--- src/rtl/hamming_secded_encoder.sv ---
// hamming_secded_encoder
//   Encoder half of the Hamming SECDED (16,11) scheme. On an accepted req the
//   engine becomes memory master, reads NUM_MSGS 11-bit messages from the
//   byte-wide data memory, inserts parity bits p8/p4/p2/p1 plus overall
//   parity p0, writes the 16-bit codewords back, then raises ack.
//
// Ports
//   clock      in   system clock, rising edge
//   reset      in   asynchronous, active-high reset
//   req        in   start request, sampled on clock
//   ack        out  done flag (level)
//   mem_addr   out  DM byte address
//   mem_wr_en  out  DM write strobe for the current cycle
//   mem_wdata  out  DM write data
//   mem_rdata  in   DM read data, valid the cycle after mem_addr is presented
//   rsvd_err   out  count of messages with nonzero reserved high-byte bits
//
// Handshake: req is accepted only in IDLE. Accepting it clears ack on the
//   next cycle; ack rises (registered) after the last codeword byte is written
//   and holds until the next accepted req. req seen while busy is ignored.
//
// Build option: define HAMMING_ENC_RSVD_CHK_EN to enable the saturating
//   reserved-bit counter on rsvd_err; otherwise rsvd_err is tied to zero.
//
// Message layout: low byte = d[8:1], high byte = {rsvd[4:0], d[11:9]}.
// Codeword layout: {d[11:5], p8, d[4:2], p4, d1, p2, p1, p0}.

module hamming_secded_encoder #(
  parameter int NUM_MSGS = 15,
  parameter int SRC_BASE = 0,
  parameter int DST_BASE = 30,
  parameter int AW       = 8
) (
  input  logic          clock,
  input  logic          reset,
  input  logic          req,
  output logic          ack,
  output logic [AW-1:0] mem_addr,
  output logic          mem_wr_en,
  output logic [7:0]    mem_wdata,
  input  logic [7:0]    mem_rdata,
  output logic [3:0]    rsvd_err
);

  localparam int IW = (NUM_MSGS > 1) ? $clog2(NUM_MSGS) : 1;

  typedef enum logic [2:0] {
    S_IDLE,
    S_RD_LO,
    S_RD_HI,
    S_CAP,
    S_WR_LO,
    S_WR_HI,
    S_DONE
  } state_t;

  state_t        state;
  logic [IW-1:0] idx;
  logic [7:0]    lo_q;
  logic [2:0]    hi_q;
  logic [10:0]   enc_in;
  logic [15:0]   cw;
  logic          last_msg;

  // Byte address of message/codeword i; int arithmetic truncated to AW bits
  // gives the intended modulo-2^AW wrap.
  function automatic logic [AW-1:0] addr_of(input int base, input logic [IW-1:0] i,
                                            input logic hi);
    return AW'(base + 2 * int'(i) + int'(hi));
  endfunction

  function automatic logic [15:0] encode(input logic [10:0] m);
    logic [11:1] d;
    logic        p8, p4, p2, p1, p0;
    d  = m;
    p8 = ^d[11:5];
    p4 = (^d[11:8]) ^ (^d[4:2]);
    p2 = d[11] ^ d[10] ^ d[7] ^ d[6] ^ d[4] ^ d[3] ^ d[1];
    p1 = d[11] ^ d[9] ^ d[7] ^ d[5] ^ d[4] ^ d[2] ^ d[1];
    p0 = (^d) ^ p8 ^ p4 ^ p2 ^ p1;
    return {d[11:5], p8, d[4:2], p4, d[1], p2, p1, p0};
  endfunction

  // The low codeword byte is registered onto mem_wdata on the same edge that
  // captures the high message byte, so in CAP the encoder takes the high bits
  // straight from mem_rdata; afterwards it uses the captured copy.
  always_comb begin
    enc_in = (state == S_CAP) ? {mem_rdata[2:0], lo_q} : {hi_q, lo_q};
    cw     = encode(enc_in);
  end

  assign last_msg = (idx == IW'(NUM_MSGS - 1));

  always_ff @(posedge clock or posedge reset) begin
    if (reset) begin
      state     <= S_IDLE;
      ack       <= 1'b0;
      mem_addr  <= '0;
      mem_wr_en <= 1'b0;
      mem_wdata <= '0;
      idx       <= '0;
      lo_q      <= '0;
      hi_q      <= '0;
    end else begin
      mem_wr_en <= 1'b0;
      case (state)
        S_IDLE: begin
          if (req) begin
            ack      <= 1'b0;
            idx      <= '0;
            mem_addr <= addr_of(SRC_BASE, '0, 1'b0);
            state    <= S_RD_LO;
          end
        end
        S_RD_LO: begin
          mem_addr <= addr_of(SRC_BASE, idx, 1'b1);
          state    <= S_RD_HI;
        end
        S_RD_HI: begin
          lo_q  <= mem_rdata;
          state <= S_CAP;
        end
        S_CAP: begin
          hi_q      <= mem_rdata[2:0];
          mem_addr  <= addr_of(DST_BASE, idx, 1'b0);
          mem_wr_en <= 1'b1;
          mem_wdata <= cw[7:0];
          state     <= S_WR_LO;
        end
        S_WR_LO: begin
          mem_addr  <= addr_of(DST_BASE, idx, 1'b1);
          mem_wr_en <= 1'b1;
          mem_wdata <= cw[15:8];
          state     <= S_WR_HI;
        end
        S_WR_HI: begin
          if (last_msg) begin
            mem_addr <= '0;
            state    <= S_DONE;
          end else begin
            idx      <= idx + 1'b1;
            mem_addr <= addr_of(SRC_BASE, idx + 1'b1, 1'b0);
            state    <= S_RD_LO;
          end
        end
        S_DONE: begin
          ack   <= 1'b1;
          state <= S_IDLE;
        end
        default: state <= S_IDLE;
      endcase
    end
  end

`ifdef HAMMING_ENC_RSVD_CHK_EN
  logic [3:0] rsvd_q;

  // Counts messages whose high byte carries reserved bits; saturates at 15.
  always_ff @(posedge clock or posedge reset) begin
    if (reset) begin
      rsvd_q <= '0;
    end else if (state == S_IDLE && req) begin
      rsvd_q <= '0;
    end else if (state == S_CAP && (|mem_rdata[7:3]) && rsvd_q != 4'hF) begin
      rsvd_q <= rsvd_q + 4'd1;
    end
  end

  assign rsvd_err = rsvd_q;
`else
  logic unused_rsvd_bits;

  // Reserved high-byte bits play no part in encoding in this build.
  assign unused_rsvd_bits = ^mem_rdata[7:3];
  assign rsvd_err         = '0;
`endif

endmodule

--- config.mk ---
export PLATFORM = sky130hd
export DESIGN_NAME = hamming_secded_encoder
export DESIGN_NICKNAME = d
export VERILOG_FILES = /design/src/rtl/hamming_secded_encoder.sv
export SDC_FILE = /design/constraint.sdc
export NUM_CORES = 1
export LEC_CHECK = 0
export ABC_AREA = 1
export BUFFER_PORTS_ARGS = -buffer_cell sky130_fd_sc_hd__clkbuf_2
export CAP_MARGIN = 20
export CORE_MARGIN = 2
export CORE_UTILIZATION = 46
export CTS_BUF_LIST = sky130_fd_sc_hd__clkbuf_8
export DETAILED_ROUTE_END_ITERATION = 16
export GPL_TIMING_DRIVEN = 0
export PLACE_DENSITY = 0.65
export SLEW_MARGIN = 20
export SYNTH_ARGS = -nofsm -noshare
export SYNTH_HDL_FRONTEND = slang
export SYNTH_SLANG_ARGS = --single-unit
export TNS_END_PERCENT = 30
--- constraint.sdc ---
create_clock -name clock -period 1.8 [get_ports clock]
set_input_delay 0.09 -clock clock [delete_from_list [all_inputs] [get_ports clock]]
set_output_delay 0.09 -clock clock [all_outputs]
set_load 0.02 [all_outputs]
==> results summary <==
Walking the worst path, the cells encountered are inv_4 -> nand3_4 -> buf_8 -> nand2_2 -> nand2_4 -> nand2_2 -> nand2_2 -> nand2_2 -> nand2_2 -> or2_1 -> nand3_1 -> o211ai_1. The total net switching power came out at 2.62 mW. The overall die area came out at 0.00501 sq mm. Of the total power, combinational logic draws 0.628. Setup repair after global routing could not meet its margin everywhere. The final-report max-slew violation count came out at 0. Of the total power, the share spent switching nets is 0.494. The wire length per cell after detailed routing is 12.4 um.

The analysis attributes to cell leakage a power of 1.36 nW. The total number of clock tree sinks came out at 34. The maximum fanout count along the critical path came out at 8.

Setup slack on the critical path of the routed design comes to slightly above 0.1 ns. Of the total power, the clock network draws 0.112. In the final layout, the share of cells above drive strength 1 is 0.289. At the worst endpoint, the required time is 1.96 ns. For this block, the routed nets add up to 4690 um of wire. The residual DRC count is 0. The largest incremental delay on the critical path came out at 0.43 ns. The floorplan step set the die height to 70.8 um. The minimum setup slack among reg-to-reg paths came out at 0.10 ns. After detailed routing, the number of vias per cell comes to 4.91. The maximum frequency from static timing analysis is 0.590 GHz.

In this run the power density over the cells is 2120 mW/mm^2. The first-pass GRT wire length came out at 7940 um. On the final layout, the worst clock skew is a little over 0.004 ns. The final-stage net count came out at 338.

The endpoint identified for the worst register-to-register timing path is mem_wdata[4]. The clock transition at the registers of the reported paths came out at 0.07 ns. The die span in x is 70.8 um.

The number of global-route vias before repair came out at 1789. The number of ports placed on the die boundary came out at 33. The worst hold path terminates at lo_q[6]. The beginning of the worst hold path is mem_rdata[6].

Entering global routing, the biggest net connects 35 pins. The cell that appears most often on the critical path is sky130_fd_sc_hd__nand2_2. After the first detailed-routing iteration, the DRC count stood at 90. The clock period could shrink to 1.70 ns. The share of the clock period used by the worst path came out at 0.942.

In this run, distinct cell masters in the synthesized netlist total 30. The worst slew slack as a fraction of its limit is 0.510. The post-placement worst setup slack is -0.0221 ns. The most used flip-flop cell after synthesis is sky130_fd_sc_hd__dfrtp_1. Averaged over all synthesized cells, the footprint is 7.43 sq um. The flow ran to the end, and the final reports show no timing, DRC or antenna violations. The number of maximum-capacitance constraint violations came out at 0. The warning count from the yosys run is 0.

In the synthesized netlist, the number of instances is between 200 and 300. The number of cell rows is 24. The path class of the tightest hold or removal check is in -> reg. The number of cells after detailed placement came out at 359.

The number of input and output port buffers inserted is 26. The depth of the worst register-to-register path is 12. The count of flip-flops with a built-in enable after synthesis is 0. The design draws 5.30 mW. The final global-route overflow total came out at 0. In this run the cell area of the synthesized design comes to 0.00205 sq mm. The latest clock arrival within the worst-skew pair came out at 0.28 ns. The count of endpoints failing hold in the final timing report came out at 0. The library cells used most frequently in the layout, excluding fill and tap cells, are sky130_fd_sc_hd__nand2_1, sky130_fd_sc_hd__inv_1, sky130_fd_sc_hd__dfrtp_1. In this run the clock root is driven by a sky130_fd_sc_hd__clkbuf_8. The total area inside the core boundary comes to 0.00432 sq mm. The clock tree from TritonCTS is built. The startpoint kind of the worst setup timing path is a register. The worst hold path was traced through 3 stages. The total negative slack for setup checks is 0 ns. The internal power summed over all cells came out at 2.69 mW. The register share of total power is 0.260. The synthesis-stage register bit count came out at 34. The number of antenna cells inserted came out at 0.

The number of H-tree levels came out at 2. The slowest stage of the critical path is the sky130_fd_sc_hd__dfrtp_2 cell. STA classifies the critical path endpoint as a register. The remaining antenna violation count after routing came out at 0. The critical path in this run is classified as reg -> reg. The post-synthesis sequential area ratio came out at 0.415. The relative area change from synthesis to final layout came out at 21.8%. The via total after detailed routing came out at 1852. The worst register-to-register path begins at state[2].

The setup-violating endpoint count in the final report is 0. The initial antenna violation count is 0. The async set-or-reset flop fraction in the synthesized netlist came out at 1.00. At the end of routability-driven placement, the weighted congestion stood at 0.822. The largest buffer count on any clock path came out at 2.

For this run, the number of standard cells in the final layout without fillers is 377. The sum of net half-perimeters after detailed placement came out at 3380 um. The data arrival time of the critical path came out at 1.86 ns. VDD sags by at most 1090 uV. The slew at the pin closest to its max-slew limit came out at 0.734 ns. The global-route total usage across every layer is 0.204.

The number of buffers created by CTS came out at 5. The library cell used most frequently in the layout, excluding fill and tap cells, is sky130_fd_sc_hd__nand2_1. The number of optimization iterations in the first detailed-route pass came out at 4.

The effective utilization at floorplan is 0.475.
-- sequential cells by signal, indices dropped and copies added (netlist names) --
| register | flops |
|---|---|
| ack | 1 |
| hi_q | 3 |
| idx | 4 |
| lo_q | 8 |
| mem_addr | 6 |
| mem_wdata | 8 |
| mem_wr_en | 1 |
| state | 3 |
-- timing repair --
| action | CTS | global route |
|---|---|---|
| hold buffers | 1 | 0 |
| setup buffers | 0 | 9 |
| gates resized for setup | 1 | 18 |
| gates cloned | 0 | 1 |
| pin swaps | 0 | 6 |
| endpoints found under the hold margin | 34 | 0 |
| endpoints found under the setup margin | 2 | 8 |
-- cell families after synthesis --
group / after synthesis / synth area share
AND/OR/NAND/NOR: 144 / 0.313
flip-flops: 34 / 0.415
buffers and inverters: 56 / 0.121
AO/OA/AOI/OAI: 29 / 0.0921
adder cells (fa/ha/maj): 3 / 0.0183
XOR/XNOR: 9 / 0.0384
other: 1 / 0.00183
-- through the flow --
stage / cell area, sq um / hold WS, ns / util
finish: 2500 / 0.0502 / 0.578
global route: 2500 / 0.0560 / 0.578
CTS: 2370 / 0.0404 / 0.549
detailed placement: 2270 / 0.253 / 0.524
global placement: 2270 / 0.341 / 0.524
floorplan: 2070 / 0.232 / -
-- cell type report --
cell class,count,area (sq um)
buffer,12,95.1
clock buffer,6,82.6
clock inverter,2,12.5
fill,411,1830
inverter,43,164
multi-input combinational,191,1010
sequential,34,853
tap,52,65.1
timing repair buffer,37,213
-- worst max-delay path by stage --
stage	start	end	slack, ns	cells past startpoint
2_1_floorplan	state[2]	mem_wdata[4]	0.21	12
3_5_place_dp	state[1]	mem_wdata[2]	-0.02	10
6_report	state[2]	mem_wdata[4]	0.10	12
3_3_place_gp	state[1]	mem_wdata[2]	-0.005	10
4_1_cts	state[2]	mem_wdata[4]	-0.01	12
5_1_grt	state[2]	mem_wdata[4]	-0.02	12
-- synthesized netlist by cell type (2+ instances only) --
master / instances / share of area
sky130_fd_sc_hd__nand2_1: 74 / 0.14
sky130_fd_sc_hd__inv_1: 37 / 0.068
sky130_fd_sc_hd__dfrtp_1: 34 / 0.41
sky130_fd_sc_hd__nor2_1: 21 / 0.038
sky130_fd_sc_hd__nand3_1: 20 / 0.049
sky130_fd_sc_hd__nand2_2: 19 / 0.058
sky130_fd_sc_hd__a21oi_1: 8 / 0.020
sky130_fd_sc_hd__buf_4: 8 / 0.029
sky130_fd_sc_hd__inv_2: 6 / 0.011
sky130_fd_sc_hd__xor2_1: 6 / 0.026
sky130_fd_sc_hd__nand4_1: 4 / 0.012
sky130_fd_sc_hd__o21ai_0: 4 / 0.0098
sky130_fd_sc_hd__o21ai_1: 4 / 0.0098
sky130_fd_sc_hd__o221ai_1: 4 / 0.017
sky130_fd_sc_hd__clkbuf_1: 3 / 0.0055
sky130_fd_sc_hd__ha_1: 3 / 0.018
sky130_fd_sc_hd__nor2_2: 3 / 0.0091
sky130_fd_sc_hd__o2111ai_1: 3 / 0.013
sky130_fd_sc_hd__xnor2_1: 3 / 0.013
sky130_fd_sc_hd__o211ai_1: 2 / 0.0073
-- worst max-delay path: cells and delay by family, from the launching register on --
kind,cells,cell delay (ns)
simple gates,9,0.81
flops,1,0.43
compound gates,1,0.09
buf+inv,2,0.25
-- metal layers --
| metal | part of all wire | wire (um) | vias to the layer above | global-route usage |
|---|---|---|---|---|
| met5 | 0 | 0 | - | 0 |
| met2 | 0.49 | 2310 | 36 | 0.355 |
| met4 | 0.020 | 92 | 0 | 0.0881 |
| met3 | 0.038 | 177 | 6 | 0.0427 |
| met1 | 0.45 | 2100 | 850 | 0.242 |
| li1 | - | - | 960 | - |
-- power groups by stage --
| stage | sequential (mW) | clock (mW) | combinational, mW |
|---|---|---|---|
| after floorplan | 1.52 | 0 | 2.24 |
| after global placement | 1.36 | 0 | 3.05 |
| after detailed placement | 1.36 | 0 | 3.10 |
| after CTS | 1.35 | 0.616 | 3.12 |
| after global routing | 1.43 | 0.653 | 3.78 |
| final | 1.38 | 0.593 | 3.33 |
Note: power is estimated with default switching activity, not from simulation.
